===== src/rtl/adp_dmem_bridge.sv =====
// Shares one SRAM port between the core data path and the debug port (ADP).
// ADP requests are level-held, windowed to 0x7000_0000-0x7000_1FFF and aborted after TIMEOUT_CYCLES.
module adp_dmem_bridge #(
    parameter int unsigned TIMEOUT_CYCLES = 16,
    parameter logic [31:0] ERR_DATA       = 32'hDEAD_BEEF
) (
    input  logic        adp_tck_i_buf,
    input  logic        adp_trst_i_buf,
    input  logic        adp_debug_mode,
    input  logic [31:0] adp_dmem_addr,
    input  logic [3:0]  adp_dmem_rmask,
    input  logic [3:0]  adp_dmem_wmask,
    input  logic [31:0] adp_dmem_wdata,
    output logic [31:0] adp_dmem_rdata,
    input  logic [31:0] core_dmem_addr,
    input  logic [3:0]  core_dmem_rmask,
    input  logic [3:0]  core_dmem_wmask,
    input  logic [31:0] core_dmem_wdata,
    output logic [31:0] core_dmem_rdata,
    output logic        core_dmem_resp,
    output logic [31:0] sram_addr,
    output logic [3:0]  sram_rmask,
    output logic [3:0]  sram_wmask,
    output logic [31:0] sram_wdata,
    input  logic [31:0] sram_rdata,
    input  logic        sram_resp,
    output logic        adp_busy,
    output logic        adp_err
);

    localparam int          CNT_W      = $clog2(TIMEOUT_CYCLES + 1);
    localparam logic [18:0] ADP_WINDOW = 19'h38000;

    typedef enum logic [1:0] {IDLE, CORE_ACC, ADP_ACC, ADP_DONE} state_t;

    state_t           state, state_nxt;
    logic [31:0]      adp_addr_q, adp_wdata_q, adp_rdata_q;
    logic [3:0]       adp_rmask_q, adp_wmask_q;
    logic [31:0]      core_addr_q, core_wdata_q, core_rdata_q;
    logic [3:0]       core_rmask_q, core_wmask_q;
    logic             core_resp_q, adp_err_q;
    logic [CNT_W-1:0] tmo_cnt;

    logic adp_req, adp_both, adp_in_window, core_req, adp_timeout;

    assign adp_req       = adp_debug_mode && (|adp_dmem_rmask || |adp_dmem_wmask);
    assign adp_both      = |adp_dmem_rmask && |adp_dmem_wmask;
    assign adp_in_window = (adp_dmem_addr[31:13] == ADP_WINDOW);
    assign core_req      = !adp_debug_mode && (|core_dmem_rmask || |core_dmem_wmask);
    assign adp_timeout   = (tmo_cnt == CNT_W'(TIMEOUT_CYCLES - 1));

    always_ff @(posedge adp_tck_i_buf or posedge adp_trst_i_buf) begin
        if (adp_trst_i_buf) begin
            state <= IDLE;
        end else begin
            state <= state_nxt;
        end
    end

    always_comb begin
        state_nxt = state;
        unique case (state)
            IDLE: begin
                if (adp_req) begin
                    state_nxt = adp_in_window ? ADP_ACC : ADP_DONE;
                end else if (core_req) begin
                    state_nxt = CORE_ACC;
                end
            end
            ADP_ACC: begin
                if (sram_resp || adp_timeout) begin
                    state_nxt = ADP_DONE;
                end
            end
            // Hold until the level-held request is withdrawn so it is served once.
            ADP_DONE: begin
                if (!(|adp_dmem_rmask) && !(|adp_dmem_wmask)) begin
                    state_nxt = IDLE;
                end
            end
            CORE_ACC: begin
                if (sram_resp) begin
                    state_nxt = IDLE;
                end
            end
            default: state_nxt = IDLE;
        endcase
    end

    always_ff @(posedge adp_tck_i_buf or posedge adp_trst_i_buf) begin
        if (adp_trst_i_buf) begin
            adp_addr_q   <= '0;
            adp_rmask_q  <= '0;
            adp_wmask_q  <= '0;
            adp_wdata_q  <= '0;
            adp_rdata_q  <= '0;
            adp_err_q    <= 1'b0;
            tmo_cnt      <= '0;
            core_addr_q  <= '0;
            core_rmask_q <= '0;
            core_wmask_q <= '0;
            core_wdata_q <= '0;
            core_rdata_q <= '0;
            core_resp_q  <= 1'b0;
        end else begin
            core_resp_q <= 1'b0;
            unique case (state)
                IDLE: begin
                    if (adp_req) begin
                        adp_addr_q  <= adp_dmem_addr;
                        // With both masks set only the write goes out.
                        adp_rmask_q <= adp_both ? 4'h0 : adp_dmem_rmask;
                        adp_wmask_q <= adp_dmem_wmask;
                        adp_wdata_q <= adp_dmem_wdata;
                        adp_err_q   <= !adp_in_window || adp_both;
                        tmo_cnt     <= '0;
                        if (!adp_in_window) begin
                            adp_rdata_q <= ERR_DATA;
                        end
                    end else if (core_req) begin
                        core_addr_q  <= core_dmem_addr;
                        core_rmask_q <= core_dmem_rmask;
                        core_wmask_q <= core_dmem_wmask;
                        core_wdata_q <= core_dmem_wdata;
                    end
                end
                ADP_ACC: begin
                    if (sram_resp) begin
                        if (|adp_rmask_q) begin
                            adp_rdata_q <= sram_rdata;
                        end
                    end else if (adp_timeout) begin
                        adp_err_q   <= 1'b1;
                        adp_rdata_q <= ERR_DATA;
                    end else begin
                        tmo_cnt <= tmo_cnt + 1'b1;
                    end
                end
                CORE_ACC: begin
                    if (sram_resp) begin
                        core_resp_q  <= 1'b1;
                        core_rdata_q <= sram_rdata;
                    end
                end
                default: ;
            endcase
        end
    end

    // SRAM request is decoded from state so reset removes it without waiting for a clock.
    always_comb begin
        sram_addr  = '0;
        sram_rmask = '0;
        sram_wmask = '0;
        sram_wdata = '0;
        if (state == ADP_ACC) begin
            sram_addr  = adp_addr_q;
            sram_rmask = adp_rmask_q;
            sram_wmask = adp_wmask_q;
            sram_wdata = adp_wdata_q;
        end else if (state == CORE_ACC) begin
            sram_addr  = core_addr_q;
            sram_rmask = core_rmask_q;
            sram_wmask = core_wmask_q;
            sram_wdata = core_wdata_q;
        end
    end

    assign adp_busy        = (state == ADP_ACC);
    assign adp_err         = adp_err_q;
    assign adp_dmem_rdata  = adp_rdata_q;
    assign core_dmem_rdata = core_rdata_q;
    assign core_dmem_resp  = core_resp_q;

endmodule

===== config.mk =====
export PLATFORM = sky130hd
export DESIGN_NAME = adp_dmem_bridge
export DESIGN_NICKNAME = d
export VERILOG_FILES = /design/src/rtl/adp_dmem_bridge.sv
export SDC_FILE = /design/constraint.sdc
export NUM_CORES = 1
export LEC_CHECK = 0
export ABC_AREA = 1
export ABC_CLOCK_PERIOD_IN_PS = 10500
export CAP_MARGIN = 25
export CELL_PAD_IN_SITES_DETAIL_PLACEMENT = 2
export CELL_PAD_IN_SITES_GLOBAL_PLACEMENT = 2
export CORE_MARGIN = 2
export CORE_UTILIZATION = 25
export DETAILED_ROUTE_END_ITERATION = 8
export PLACE_DENSITY_LB_ADDON = 0.1
export SETUP_SLACK_MARGIN = 0.05
export SKIP_LAST_GASP = 1
export SLEW_MARGIN = 20
export SYNTH_ARGS = -nofsm -noshare
export SYNTH_HDL_FRONTEND = slang
export SYNTH_SLANG_ARGS = --single-unit

===== constraint.sdc =====
create_clock -name adp_tck_i_buf -period 10.5 [get_ports adp_tck_i_buf]
set_clock_uncertainty 0.15 [all_clocks]
set_input_delay 1.575 -clock adp_tck_i_buf [delete_from_list [all_inputs] [get_ports adp_tck_i_buf]]
set_output_delay 1.575 -clock adp_tck_i_buf [all_outputs]
set_load 0.02 [all_outputs]

==> load_flow_metrics.sql, run 1 <==
INSERT INTO impl_metrics (metric_group, metric, value, unit) VALUES
('sta', 'total_negative_setup_slacks', '0', 'ns'),
('detailed_routing', 'wirelength_met1', '17.09', 'mm'),
('sta', 'finalCriticalPeriod', '5.025', 'ns'),
('power', 'power.share.clock', '0.219', ''),
('power', 'vdd_ir_drop_max', '0.0001181', 'V'),
('critical_path', 'crit_slowest_cell', 'nor2_1', ''),
('sta', 'final.period_utilization', '0.4786', ''),
('clock_tree', 'clock-root-buffer', 'clkbuf_16', ''),
('global_route', 'first_global_vias', '10340', ''),
('sta', 'setup-violations-final', '0', ''),
('min_path', 'hold_end', 'core_dmem_rdata[4]$_DFFE_PP0P_', ''),
('synth', 'netlist_instances', '1218', ''),
('detailed_routing', 'route.detailed.wl_per_inst', '18.63', 'um'),
('critical_path', 'r2r_start', 'state[0]$_DFFE_PP0P_', ''),
('critical_path', 'required', '8.78', 'ns'),
('global_route', 'antenna_violations_before_repair', '9', ''),
('placed_design', 'buffer_ports.inserted', '318', ''),
('synth', 'synthDominantCellAreaShare', '0.5515', ''),
('critical_path', 'critPathLaunchType', 'register', ''),
('synth', 'yosys-top-cells-area', 'dfrtp_1, nand2_1, inv_1, o21ai_0, nor2_1', ''),
('synth', 'post_synth.cell_area_avg', '8.083', 'um2'),
('sta', 'slew_headroom', '0.3270', ''),
('synth', 'synth_area_leader_cell', 'dfrtp_1', ''),
('placed_design', 'dp_hpwl', '26.72', 'mm'),
('clock_tree', 'buffers_from_clock_root_to_sink_at_most', '3', ''),
('critical_path', 'timing.rr.end', 'adp_dmem_rdata[9]$_DFFE_PP0P_', ''),
('run_status', 'outcome', 'completed', ''),
('detailed_routing', 'highest_layer', 'met5', ''),
('power', 'power_leakage', '6.886', 'nW'),
('power', 'combinationalPowerShare', '0.474', ''),
('synth', 'yosys_register_bits', '217', ''),
('sta', 'finalWorstSetupSlack', '5.475', 'ns'),
('sta', 'report.final.slew_viol_count', '0', ''),
('synth', 'netlist_area', '0.009846', 'mm2'),
('detailed_routing', 'drtPass1Iterations', '4', ''),
('detailed_routing', 'routed_wl', '38.25', 'mm'),
('min_path', 'hold-path-cell-count', '2', ''),
('final_layout', 'final_common_cell', 'nand2_1', ''),
('final_layout', 'final_cells', '2053', ''),
('sta', 'maxClockFrequency', '199.0', 'MHz'),
('power', 'internal_power', '0.002732', 'W'),
('die', 'die_h', '202.5', 'um'),
('detailed_routing', 'dr_vias', '9286', ''),
('power', 'power.net_switching', '0.001865', 'W'),
('power', 'netSwitchingFraction', '0.4057', ''),
('sta', 'rsz0062_at_grt', 'no', ''),
('placed_design', 'dpl.cell_count', '1994', ''),
('sta', 'tightestPinTransition', '1.010', 'ns'),
('final_layout', 'post_route_cells_drive_above_1_share', '0.05163', ''),
('critical_path', 'critical-path-max-stage-delay', '0.69', 'ns'),
('synth', 'synth.yosys.seq_area_share', '0.5515', ''),
('die', 'die_area', '0.04099', 'mm2'),
('clock_tree', 'cts.repair_timing.setup_buffer_count', '0', ''),
('critical_path', 'worst_setup_path_startpoint', 'state[0]$_DFFE_PP0P_', ''),
('critical_path', 'critPathCaptureType', 'primary output', ''),
('power', 'relative_contribution_of_sequential_cells_to_total_power', '0.308', ''),
('die', 'placement_rows', '72', ''),
('power', 'power.density_cell_area', '317.5', 'mW/mm2'),
('global_route', 'grt_max_degree', '113', ''),
('min_path', 'start_point_of_the_worst_min_delay_path', 'core_dmem_rdata[4]$_DFFE_PP0P_', ''),
('final_layout', 'syn_to_final_growth', '47.03', '%'),
('detailed_routing', 'dr_wl_met2', '17.84', 'mm'),
('global_route', 'grt.overflow.total', '0', ''),
('placed_design', 'pre_cts_ws', '5.640', 'ns'),
('job', 'maxCapViolations', '0', ''),
('placed_design', 'gp_routability_congestion', '0.7337', ''),
('global_route', 'grt_util_all_layers', '0.1882', ''),
('die', 'fp.coreArea', '0.03874', 'mm2'),
('clock_tree', 'cts.repair.resized', '0', ''),
('clock_tree', 'clkSinkCount', '217', ''),
('clock_tree', 'cts_tree', 'done', '');
==> layer usage <==
layer,track usage,up-vias
met4,0.03597,10
li1,-,4399
met2,0.3049,212
met3,0.05602,46
met5,0,-
met1,0.2506,4619
==> synth_stat cells <==
cell / number
buf_1: 2
a21oi_1: 68
nor2_4: 1
a21boi_0: 1
o21ai_1: 9
nor3_1: 3
nand2_2: 2
nand4_1: 34
dfrtp_1: 217
o21bai_1: 32
nor2_1: 95
nor3_4: 1
ha_1: 2
buf_6: 3
inv_1: 160
a21oi_2: 1
nand3_4: 1
buf_2: 33
o31ai_1: 1
o21ai_0: 118
o22ai_1: 7
clkbuf_1: 31
a22o_1: 3
nand2_1: 361
inv_2: 7
nand3_1: 22
nor2_2: 2
nand2_4: 1
==> sequential cells by signal, indices dropped and copies added, names as in the netlist <==
| register | flops |
|---|---|
| adp_addr_q | 32 |
| adp_dmem_rdata | 32 |
| adp_err | 1 |
| adp_rmask_q | 4 |
| adp_wdata_q | 32 |
| adp_wmask_q | 4 |
| core_addr_q | 32 |
| core_dmem_rdata | 32 |
| core_dmem_resp | 1 |
| core_rmask_q | 4 |
| core_wdata_q | 32 |
| core_wmask_q | 4 |
| state | 2 |
| tmo_cnt | 5 |
==> per-stage QoR <==
step | utilization | power, W | instance area [um2]
3_5_place_dp | 0.3473 | 0.003627 | 13450
4_1_cts | 0.3722 | 0.004680 | 14420
2_1_floorplan | - | 0.002601 | 9846
6_report | 0.3737 | 0.004597 | 14480
5_1_grt | 0.3735 | 0.004954 | 14470
3_3_place_gp | 0.3473 | 0.003557 | 13450
==> worst max-delay path: cells and delay by family, from the launching register on <==
family          cells  cell delay (ns)
simple gates        1             0.69
flops               1             0.42
compound gates      1             0.24
buf+inv             4             1.36
==> worst max path at each step <==
stage | end | cells after the start | slack (ns)
global placement | sram_wdata[4] | 5 | 5.90
global route | sram_wdata[15] | 6 | 5.15
detailed placement | sram_addr[1] | 5 | 5.64
floorplan | adp_addr_q[0]$_DFFE_PP0P_ | 1 | 2.84
CTS | sram_addr[1] | 5 | 5.01
finish | sram_addr[1] | 6 | 5.47
==> power groups by stage <==
| stage | Clock, W | Combinational, W | Sequential [W] |
|---|---|---|---|
| 2_1_floorplan | 0 | 0.00109 | 0.00151 |
| 3_3_place_gp | 0 | 0.00214 | 0.00142 |
| 3_5_place_dp | 0 | 0.00220 | 0.00143 |
| 4_1_cts | 0.00104 | 0.00221 | 0.00142 |
| 5_1_grt | 0.00107 | 0.00241 | 0.00147 |
| 6_report | 0.00101 | 0.00218 | 0.00141 |
==> cell type report <==
type / instances / area [um2]
Antenna cell: 5 / 12.51
Clock buffer: 40 / 827.0
Clock inverter: 12 / 135.1
Fill cell: 4376 / 24260
Inverter: 167 / 634.4
Multi-Input combinational cell: 765 / 3491
Sequential cell: 217 / 5430
Tap cell: 518 / 648.1
Timing Repair Buffer: 329 / 3298
==> logic make-up after synthesis <==
| group | count (synthesis) | synth area share |
|---|---|---|
| AOI/OAI and AO/OA | 240 | 0.1331 |
| and+or+nand+nor | 523 | 0.2164 |
| adders and majority gates | 2 | 0.002541 |
| buffers and inverters | 236 | 0.09646 |
| DFF | 217 | 0.5515 |
(Power assumes the default switching activity.)
==> run 2: changes to the inputs <==
- ABC_CLOCK_PERIOD_IN_PS: 10500 -> 4940
- clock period: 10.5 -> 4.94 ns (I/O delays scaled with it)
==> load_flow_metrics.sql, run 2 (synthesis gave the netlist of run 1 again) <==
INSERT INTO impl_metrics (metric_group, metric, value, unit) VALUES
('run_status', 'outcome', 'completed', ''),
('power', 'power.density_cell_area', '672.9', 'mW/mm2'),
('die', 'start_util', '0.2542', ''),
('detailed_routing', 'residual_drc_count', '0', ''),
('sta', 'rsz0062_at_grt', 'no', ''),
('sta', 'setup-violations-final', '0', ''),
('detailed_routing', 'route.detailed.vias_per_inst', '4.518', ''),
('critical_path', 'critPathLaunchType', 'register', ''),
('min_path', 'hold-path-cell-count', '2', ''),
('sta', 'maxClockFrequency', '249.3', 'MHz'),
('clock_tree', 'cts_hold_buffers', '0', ''),
('clock_tree', 'clk_latency', '0.55', 'ns'),
('critical_path', 'timing.reg2reg.worst_path_depth', '10', ''),
('critical_path', 'timing.critical_path.arrival', '3.12', 'ns'),
('power', 'report.power.total', '0.009772', 'W'),
('clock_tree', 'htreeDepth', '1', ''),
('global_route', 'grt_max_degree', '108', ''),
('critical_path', 'crit_cells', '7', ''),
('placed_design', 'buffer_ports.inserted', '318', ''),
('final_layout', 'post_route_cells_drive_above_1_share', '0.05215', ''),
('global_route', 'first_global_vias', '10300', ''),
('sta', 'timing_hold_violations_final', '0', ''),
('die', 'die_span_x', '202.5', 'um'),
('detailed_routing', 'route.detailed.wl_per_inst', '18.69', 'um'),
('sta', 'total_negative_setup_slacks', '0', 'ns'),
('clock_tree', 'buffers_from_clock_root_to_sink_at_most', '3', ''),
('final_layout', 'final_common_cell', 'nand2_1', ''),
('sta', 'slew_headroom', '0.5450', ''),
('placed_design', 'dp_hpwl', '26.86', 'mm'),
('critical_path', 'critPathCaptureType', 'primary output', ''),
('clock_tree', 'tritoncts.num_buffers', '28', ''),
('global_route', 'grt.overflow.total', '0', ''),
('die', 'die_h', '202.5', 'um'),
('sta', 'final.period_utilization', '0.8119', ''),
('die', 'fp.coreArea', '0.03874', 'mm2'),
('job', 'maxCapViolations', '0', ''),
('critical_path', 'most_used_cell_along_the_critical_path', 'inv_2', ''),
('critical_path', 'crit_family', 'buffers and inverters', ''),
('final_layout', 'layout.cell_area.non_filler', '0.01452', 'mm2'),
('global_route', 'antenna_violations_before_repair', '8', ''),
('detailed_routing', 'routed_wl', '38.41', 'mm'),
('critical_path', 'crit_slowest_cell', 'clkdlybuf4s50_1', ''),
('critical_path', 'cp_max_fo', '41', ''),
('clock_tree', 'clkSinkCount', '217', ''),
('placed_design', 'postPlaceCellArea', '0.01353', 'mm2'),
('final_layout', 'fillers', '4380', ''),
('min_path', 'hp-class', 'register to register', ''),
('clock_tree', 'cts_tree', 'done', ''),
('final_layout', 'syn_to_final_growth', '47.52', '%'),
('die', 'placement_rows', '72', ''),
('power', 'vdd_ir_drop_max', '0.0003556', 'V'),
('global_route', 'grt_pass1_wl', '61.07', 'mm'),
('clock_tree', 'clock-root-buffer', 'clkbuf_16', ''),
('critical_path', 'critical-path-max-stage-delay', '0.65', 'ns'),
('sta', 'finalHoldWorstSlack', '0.3202', 'ns'),
('die', 'die_area', '0.04099', 'mm2'),
('sta', 'tightestPinTransition', '0.6820', 'ns'),
('critical_path', 'required', '4.05', 'ns'),
('clock_tree', 'cts.repair_timing.setup_buffer_count', '0', ''),
('final_layout', 'nets', '1695', ''),
('critical_path', 'worst-setup-path-type', 'register to primary output', ''),
('detailed_routing', 'antenna_left', '0', ''),
('placed_design', 'gp_routability_congestion', '0.7551', ''),
('sta', 'report.final.slew_viol_count', '0', ''),
('final_layout', 'final_core_utilization', '0.3749', ''),
('detailed_routing', 'drt-initial-drc-count', '334', ''),
('global_route', 'grt_util_all_layers', '0.1883', ''),
('final_layout', 'mostFrequentLayoutCells', 'nand2_1, clkdlybuf4s50_1, dfrtp_1, inv_1, o21ai_0', ''),
('clock_tree', 'cts.repair.resized', '0', ''),
('critical_path', 'cp_cell_sequence', 'inv_2 -> nand2_2 -> inv_2 -> buf_12 -> nand2_1 -> o21ai_0 -> clkdlybuf4s50_1', ''),
('sta', 'finalCriticalPeriod', '4.011', 'ns'),
('clock_tree', 'cts.reportedPaths.clkPinSlew', '0.06', 'ns'),
('detailed_routing', 'drtPass1Iterations', '4', ''),
('detailed_routing', 'dr_vias', '9285', ''),
('power', 'power_leakage', '6.896', 'nW'),
('die', 'design.portCount', '319', ''),
('critical_path', 'critPathBufInv', '4', '');
==> run 2: per-stage QoR <==
step	instances	setup WS, ns
floorplan	1218	1.223
global route	2054	0.7122
global placement	1999	1.518
finish	2055	0.9294
detailed placement	1999	1.464
CTS	2050	0.8513
==> run 2: final timing paths <==
check | from | to | slack, ns
worst max-delay path | state[0]$_DFFE_PP0P_ | sram_wdata[29] | 0.93
worst min-delay path | core_wmask_q[0]$_DFFE_PP0P_ | core_wmask_q[0]$_DFFE_PP0P_ | 0.32
worst max register to register | state[0]$_DFFE_PP0P_ | adp_dmem_rdata[25]$_DFFE_PP0P_ | 1.73
worst min register to register | core_wmask_q[0]$_DFFE_PP0P_ | core_wmask_q[0]$_DFFE_PP0P_ | 0.32
max in group asynchronous | adp_trst_i_buf | adp_addr_q[0]$_DFFE_PP0P_ | 3.33
min in group asynchronous | adp_trst_i_buf | core_addr_q[27]$_DFFE_PP0P_ | 0.38
==> run 2: final cells by class <==
cell class	instances	area (um2)	share of cell area
sequential	217	5430	0.3739
multi-input combinational	765	3498	0.2409
timing repair buffer	334	3381	0.2328
clock buffer	43	838.3	0.05772
tap	518	648.1	0.04462
inverter	167	630.6	0.04342
clock inverter	8	90.09	0.006203
antenna	3	7.507	0.0005169
==> run 2: power breakdown <==
group          total (W)  switching [W]  internal, W
sequential       0.00300       0.000409      0.00259
combinational    0.00470        0.00278      0.00193
clock            0.00207       0.000806      0.00126
==> run 2: per-layer routing <==
metal	global-route usage	vias up	part of all wire
li1	-	4403	-
met1	0.2518	4628	0.45
met2	0.3052	201	0.47
met3	0.05233	47	0.063
met4	0.03858	6	0.019
met5	0.001190	-	0.00096
==> run 2: worst min-delay path, cell delays in order (launching register included) <==
cell,delay (ns)
dfrtp_1,0.34
nand2_1,0.05
nand2_1,0.05
